[src/rtl/axis_if.sv]
// AXI-Stream bundle shared by the ingress FIFO ports and its testbench.
//   tvalid/tready : beat handshake
//   tdata         : payload, DATA_WIDTH bits
//   tkeep         : byte enables, DATA_WIDTH/8 bits
//   tlast         : end of packet
//   tuser         : sideband, USER_WIDTH bits
// The master modport drives the beat and samples tready; the slave modport is its mirror.
interface axis_if #(
  parameter int unsigned DATA_WIDTH = 64,
  parameter int unsigned USER_WIDTH = 128
);
  logic                    tvalid;
  logic                    tready;
  logic [DATA_WIDTH-1:0]   tdata;
  logic [DATA_WIDTH/8-1:0] tkeep;
  logic                    tlast;
  logic [USER_WIDTH-1:0]   tuser;

  modport master (
    output tvalid, tdata, tkeep, tlast, tuser,
    input  tready
  );

  modport slave (
    input  tvalid, tdata, tkeep, tlast, tuser,
    output tready
  );
endinterface

[src/rtl/axis_ingress_fifo.sv]
// AXI-Stream ingress buffer for the packet parser front end.
// Beats are stored in a DEPTH-entry FIFO and leave first-word fall-through, either
// cut-through (STORE_FWD = 0) or once a whole packet is buffered (STORE_FWD = 1).
// Ports:
//   aclk, aresetn : clock, asynchronous active-low reset
//   s_axis        : AXI-Stream slave (input beats); tready is registered
//   m_axis        : AXI-Stream master (head-of-FIFO beat)
//   fill_level    : entries stored
//   pkt_count     : complete packets (tlast stored) in the FIFO
//   oversize_err  : sticky, a packet overflowed the FIFO in store-and-forward mode
module axis_ingress_fifo #(
  parameter int unsigned DATA_WIDTH = 64,
  parameter int unsigned USER_WIDTH = 128,
  parameter int unsigned DEPTH      = 16,
  parameter bit          STORE_FWD  = 1'b0
) (
  input  logic                   aclk,
  input  logic                   aresetn,
  axis_if.slave                  s_axis,
  axis_if.master                 m_axis,
  output logic [$clog2(DEPTH):0] fill_level,
  output logic [$clog2(DEPTH):0] pkt_count,
  output logic                   oversize_err
);

  localparam int unsigned KeepW  = DATA_WIDTH / 8;
  localparam int unsigned AW     = $clog2(DEPTH);
  localparam int unsigned CW     = AW + 1;
  localparam int unsigned EntryW = 1 + KeepW + USER_WIDTH + DATA_WIDTH;

  typedef logic [AW-1:0] ptr_t;
  typedef logic [CW-1:0] cnt_t;

  ptr_t wr_ptr_q, wr_ptr_d;
  ptr_t rd_ptr_q, rd_ptr_d;
  cnt_t count_q, count_d;
  cnt_t pkt_q, pkt_d;
  logic s_tready_q, s_tready_d;
  logic fwd_force_q, fwd_force_d;
  logic oversize_q, oversize_d;

  // Entry layout: {tlast, tkeep, tuser, tdata}
  logic [EntryW-1:0] mem_q [DEPTH];
  logic [EntryW-1:0] head;
  logic              head_last;
  logic              m_tvalid;
  logic              push;
  logic              pop;
  logic              stall_full;

  assign head      = mem_q[rd_ptr_q];
  assign head_last = head[EntryW-1];

  always_comb begin
    m_tvalid = (count_q != '0) && (!STORE_FWD || (pkt_q != '0) || fwd_force_q);
  end

  assign push = s_axis.tvalid & s_tready_q;
  assign pop  = m_tvalid & m_axis.tready;

  // Full with no complete packet: in store-and-forward this can only drain if we
  // release the partial packet, otherwise the FIFO deadlocks.
  assign stall_full = (count_q == cnt_t'(DEPTH)) && (pkt_q == '0);

  always_comb begin
    count_d     = count_q + cnt_t'(push) - cnt_t'(pop);
    pkt_d       = pkt_q + cnt_t'(push & s_axis.tlast) - cnt_t'(pop & head_last);
    wr_ptr_d    = wr_ptr_q + ptr_t'(push);
    rd_ptr_d    = rd_ptr_q + ptr_t'(pop);
    s_tready_d  = (count_d != cnt_t'(DEPTH));
    fwd_force_d = fwd_force_q;
    oversize_d  = oversize_q;
    if (pop && head_last) begin
      fwd_force_d = 1'b0;
    end
    if (STORE_FWD && stall_full) begin
      fwd_force_d = 1'b1;
      oversize_d  = 1'b1;
    end
  end

  always_ff @(posedge aclk or negedge aresetn) begin
    if (!aresetn) begin
      wr_ptr_q    <= '0;
      rd_ptr_q    <= '0;
      count_q     <= '0;
      pkt_q       <= '0;
      s_tready_q  <= 1'b0;
      fwd_force_q <= 1'b0;
      oversize_q  <= 1'b0;
    end else begin
      wr_ptr_q    <= wr_ptr_d;
      rd_ptr_q    <= rd_ptr_d;
      count_q     <= count_d;
      pkt_q       <= pkt_d;
      s_tready_q  <= s_tready_d;
      fwd_force_q <= fwd_force_d;
      oversize_q  <= oversize_d;
    end
  end

  // Storage is deliberately not reset.
  always_ff @(posedge aclk) begin
    if (push) begin
      mem_q[wr_ptr_q] <= {s_axis.tlast, s_axis.tkeep, s_axis.tuser, s_axis.tdata};
    end
  end

  always_comb begin
    s_axis.tready = s_tready_q;
    m_axis.tvalid = m_tvalid;
    m_axis.tlast  = head_last;
    m_axis.tkeep  = head[EntryW-2 -: KeepW];
    m_axis.tuser  = head[DATA_WIDTH +: USER_WIDTH];
    m_axis.tdata  = head[DATA_WIDTH-1:0];
  end

  assign fill_level   = count_q;
  assign pkt_count    = pkt_q;
  assign oversize_err = oversize_q;

endmodule

[src/flat_wrapper.sv]
// flat-port wrapper written by rule: the top's interface ports become plain ports
module axis_ingress_fifo_flat 
#(
  parameter int unsigned DATA_WIDTH = 64,
  parameter int unsigned USER_WIDTH = 128,
  parameter int unsigned DEPTH      = 16,
  parameter bit          STORE_FWD  = 1'b0
)
  (aclk, aresetn, fill_level, pkt_count, oversize_err, s_axis_tvalid, s_axis_tdata, s_axis_tkeep, s_axis_tlast, s_axis_tuser, s_axis_tready, m_axis_tvalid, m_axis_tdata, m_axis_tkeep, m_axis_tlast, m_axis_tuser, m_axis_tready);
  axis_if #(.DATA_WIDTH(DATA_WIDTH), .USER_WIDTH(USER_WIDTH)) s_axis_i ();
  axis_if #(.DATA_WIDTH(DATA_WIDTH), .USER_WIDTH(USER_WIDTH)) m_axis_i ();
  input  logic aclk;
  input  logic aresetn;
  output logic [$clog2(DEPTH):0] fill_level;
  output logic [$clog2(DEPTH):0] pkt_count;
  output logic oversize_err;
  input wire logic [$bits(s_axis_i.tvalid)-1:0] s_axis_tvalid;
  input wire logic [$bits(s_axis_i.tdata)-1:0] s_axis_tdata;
  input wire logic [$bits(s_axis_i.tkeep)-1:0] s_axis_tkeep;
  input wire logic [$bits(s_axis_i.tlast)-1:0] s_axis_tlast;
  input wire logic [$bits(s_axis_i.tuser)-1:0] s_axis_tuser;
  output wire logic [$bits(s_axis_i.tready)-1:0] s_axis_tready;
  output wire logic [$bits(m_axis_i.tvalid)-1:0] m_axis_tvalid;
  output wire logic [$bits(m_axis_i.tdata)-1:0] m_axis_tdata;
  output wire logic [$bits(m_axis_i.tkeep)-1:0] m_axis_tkeep;
  output wire logic [$bits(m_axis_i.tlast)-1:0] m_axis_tlast;
  output wire logic [$bits(m_axis_i.tuser)-1:0] m_axis_tuser;
  input wire logic [$bits(m_axis_i.tready)-1:0] m_axis_tready;
  assign s_axis_i.tvalid = s_axis_tvalid;
  assign s_axis_i.tdata = s_axis_tdata;
  assign s_axis_i.tkeep = s_axis_tkeep;
  assign s_axis_i.tlast = s_axis_tlast;
  assign s_axis_i.tuser = s_axis_tuser;
  assign s_axis_tready = s_axis_i.tready;
  assign m_axis_tvalid = m_axis_i.tvalid;
  assign m_axis_tdata = m_axis_i.tdata;
  assign m_axis_tkeep = m_axis_i.tkeep;
  assign m_axis_tlast = m_axis_i.tlast;
  assign m_axis_tuser = m_axis_i.tuser;
  assign m_axis_i.tready = m_axis_tready;
  axis_ingress_fifo #(.DATA_WIDTH(DATA_WIDTH), .USER_WIDTH(USER_WIDTH), .DEPTH(DEPTH), .STORE_FWD(STORE_FWD)) u_core (.aclk(aclk), .aresetn(aresetn), .s_axis(s_axis_i), .m_axis(m_axis_i), .fill_level(fill_level), .pkt_count(pkt_count), .oversize_err(oversize_err));
endmodule
[config.mk]
export PLATFORM = sky130hd
export DESIGN_NAME = axis_ingress_fifo_flat
export DESIGN_NICKNAME = d
export VERILOG_FILES = /design/src/rtl/axis_if.sv /design/src/rtl/axis_ingress_fifo.sv /design/src/flat_wrapper.sv
export SDC_FILE = /design/constraint.sdc
export NUM_CORES = 2
export LEC_CHECK = 0
export BUFFER_PORTS_ARGS = -buffer_cell sky130_fd_sc_hd__buf_4
export CAP_MARGIN = 20
export CORE_ASPECT_RATIO = 1.1
export CORE_MARGIN = 10
export CORE_UTILIZATION = 45
export CTS_CLUSTER_SIZE = 25
export DETAILED_ROUTE_END_ITERATION = 8
export SKIP_CTS_REPAIR_TIMING = 1
export SLEW_MARGIN = 20
export SYNTH_ARGS = -nofsm -noshare
export SYNTH_HDL_FRONTEND = slang
export SYNTH_SLANG_ARGS = --single-unit
export TNS_END_PERCENT = 30
[constraint.sdc]
create_clock -name aclk -period 15.25 [get_ports aclk]
set_clock_uncertainty 0.15 [all_clocks]
set_input_delay 0.7625 -clock aclk [delete_from_list [all_inputs] [get_ports aclk]]
set_output_delay 0.7625 -clock aclk [all_outputs]
set_load 0.005 [all_outputs]
==> results.toml <==
[hold_path]
hp-class = "input port to flop"
hold_path_depth = 1
hold_end = "u_core.mem_q[12][101]"
hp-start = "s_axis_tuser[37]"

[worst_setup_path]
reg2reg_setup_slack_ns = 10.39
path_max_fanout = 145
worstPathCellList = "buf_12, buf_4, buf_4, buf_4, mux4_2, a22oi_1, nand2_1, buf_4"
worstPathArrival_ns = 6.32
critical-path-max-stage-delay_ns = 0.91
r2r_start = "u_core.s_axis.tready"
worst-r2r-cell-count = 6
critPathTopFamily = "buffers and inverters"
crit_path_start = "u_core.rd_ptr_q[1]"
critPathKind = "flop to output pin"
cp.required_ns = 14.34
crit_buf_inv = 5
cp_slowest_cell = "dfrtp_4"
worst_setup_path_start_kind = "flop"
crit_top_cell = "buf_4"
critPathCaptureType = "output pin"
reg2reg_to = "u_core.mem_q[3][76]"

[clock_network]
cts_sinks = 3235
tritoncts = "done"
path_clk_slew_ns = 0.06
numCtsBuffers = 331
clkLatencyLatePin_ns = 0.88
cts-root-buf = "clkbuf_16"
htree_levels = 5
clk_path_buf_depth = 4

[timing]
fmax_ghz = 0.138
worst_pin_slew_ns = 1.19
post-route-period-util = 0.474
hold_violations = 0
rsz0062_at_grt = "false"
min_period_ns = 7.23
max-slew-margin-rel = 0.206
slew_violations = 0
setup_viol = 0
tns_ns = 0

[floorplanning]
die-height_um = 564
io_pins = 419
start_util = 0.453
core_mm2 = 0.267
dieArea_mm2 = 0.290
chipWidth_um = 515
core.rowCount = 199

[global_routing]
track_usage = 0.200
grt_pass1_wl_um = 426000
grt_max_degree = 149
grt_pass1_vias = 59100
antenna_found_initial = 47
grt_remaining_overflow = 0

[synthesis]
postSynthAreaPerCell_um2 = 24.2
ys_seq_area_frac = 0.802
synth-async-reset-ratio = 0.00587
post-synth-top-area-cell = "edfxtp_1"
synth_seq_cells = 3235
netlist.area_leader.share = 0.798
yosys_warnings = 0
syn_area_mm2 = 0.121
syn-num-nets = 5230
netlist_instances = 5008
yosysUniqueCellTypes = 31
synth.area.top_cells = "edfxtp_1 80%, mux4_2 15%, a22oi_1 2.5%, nand2_1 0.63%, buf_6 0.43%"
synth-edff-count = 3216
ys.flop_type = "edfxtp_1"

[placement]
place_area_mm2 = 0.128
place.gp.congestion = 0.714
io_buffer_count = 417
dp.cells = 8777
place_hpwl_um = 145000

[routing]
drt-initial-drc-count = 5411
vias = 55900
drc = 0
ant_nets = 0
routed_wl_um = 295000
routedWlPerCell_um = 31.4
viasPerCell = 5.95
dr.pass1.iters = 5

[power_and_ir_drop]
power.internal_mw = 18.6
sw_frac_of_total = 0.301
clkPwrFrac = 0.290
power_mw = 26.7
pwr-share-comb = 0.295
vdd_drop_max_v = 0.000179
seq_power_share = 0.415
power_switching_mw = 8.03
p_per_area_mw_per_mm2 = 192
p_leak_nw = 44.0

[layout]
fin_nets = 5834
fin_cells = 9393
syn_to_final_growth_pct = 14.6
layout_commonest_cell = "edfxtp_1"
stdcell_area_mm2 = 0.139
layout-drive-gt1-share = 0.306
final_cell_mix = "3216 x edfxtp_1, 804 x mux4_2, 503 x buf_4, 400 x a22oi_1, 336 x clkbuf_16"

[job]
max-cap-violations = 0

[status]
status = "complete, no violations"
cells by family after synthesis:
kind of cell               Yosys count  share of synthesized area
DFF                               3235                      0.802
xor gates and xnor gates            12                   0.000868
and+or+nand+nor                    242                    0.00790
buffers and inverters              287                     0.0127
adders and majority gates           17                    0.00188
muxes                              804                      0.150
AOI/OAI and AO/OA                  410                     0.0253
other                                1                  0.0000310
per-stage QoR:
stage / worst slack (ns) / hold WS (ns) / utilization
2_1_floorplan: -0.515 / 0.317 / -
3_3_place_gp: 8.87 / 0.375 / 0.480
3_5_place_dp: 8.78 / 0.385 / 0.480
4_1_cts: 7.82 / -0.460 / 0.518
5_1_grt: 7.63 / 0.000378 / 0.519
6_report: 8.02 / 0.0326 / 0.519
worst max-delay path by stage:
stage,to,slack (ns),cells after the start
2_1_floorplan,u_core.mem_q[4][0],-0.51,4
3_3_place_gp,m_axis_tuser[47],8.87,8
3_5_place_dp,m_axis_tdata[36],8.78,8
4_1_cts,m_axis_tdata[36],7.82,8
5_1_grt,m_axis_tdata[36],7.63,8
6_report,m_axis_tuser[47],8.02,8
power groups by stage:
| stage | Sequential, mW | Combinational (mW) | Clock (mW) |
|---|---|---|---|
| final | 11.1 | 7.87 | 7.72 |
| after global routing | 11.1 | 8.45 | 8.27 |
| after CTS | 11.1 | 8.10 | 7.90 |
| after detailed placement | 11.3 | 8.07 | 0 |
| after global placement | 11.2 | 8.06 | 0 |
| after floorplan | 11.4 | 4.82 | 0 |
sequential cells by signal, indices dropped and copies added (netlist names):
register,flops
u_core.mem_q,3216
u_core.wr_ptr_q,4
u_core.s_axis.tready,1
u_core.pkt_count,5
u_core.fill_level,5
u_core.rd_ptr_q,4
cells in the mapped netlist (3+ instances only):
cell type,instances
inv_1,16
a22oi_1,400
buf_4,12
nor3_1,5
nand3_1,4
ha_1,15
nor2_1,16
buf_1,41
clkbuf_1,116
nand2_1,204
xnor2_1,7
buf_6,46
buf_2,56
edfxtp_1,3216
nor2b_1,3
mux4_2,804
nand2b_1,3
dfrtp_1,19
a21o_1,3
a21oi_1,4
xor2_1,5
cell type report:
class / instances / area, um2
well taps: 3517 / 4400
clock inverters: 170 / 1540
fillers: 20700 / 129000
repair buffers: 542 / 4380
diodes: 16 / 40.0
inverters: 16 / 60.1
flip-flops and latches: 3235 / 97100
multi-input cells: 1486 / 22600
clock buffers: 411 / 8700
worst reg2reg max path, delay by kind of cell, from the launching register on:
kind	cells	cell delay, ns
buffers and inverters	3	2.52
flip-flops	1	0.36
AND/OR/NAND/NOR	3	1.36
per-layer routing:
metal | track usage | share of wire
met1 | 0.278 | 0.42
met2 | 0.330 | 0.50
met4 | 0.0491 | 0.023
met5 | 0 | 0.00066
met3 | 0.0396 | 0.062
Power figures use the tool's default switching activity.
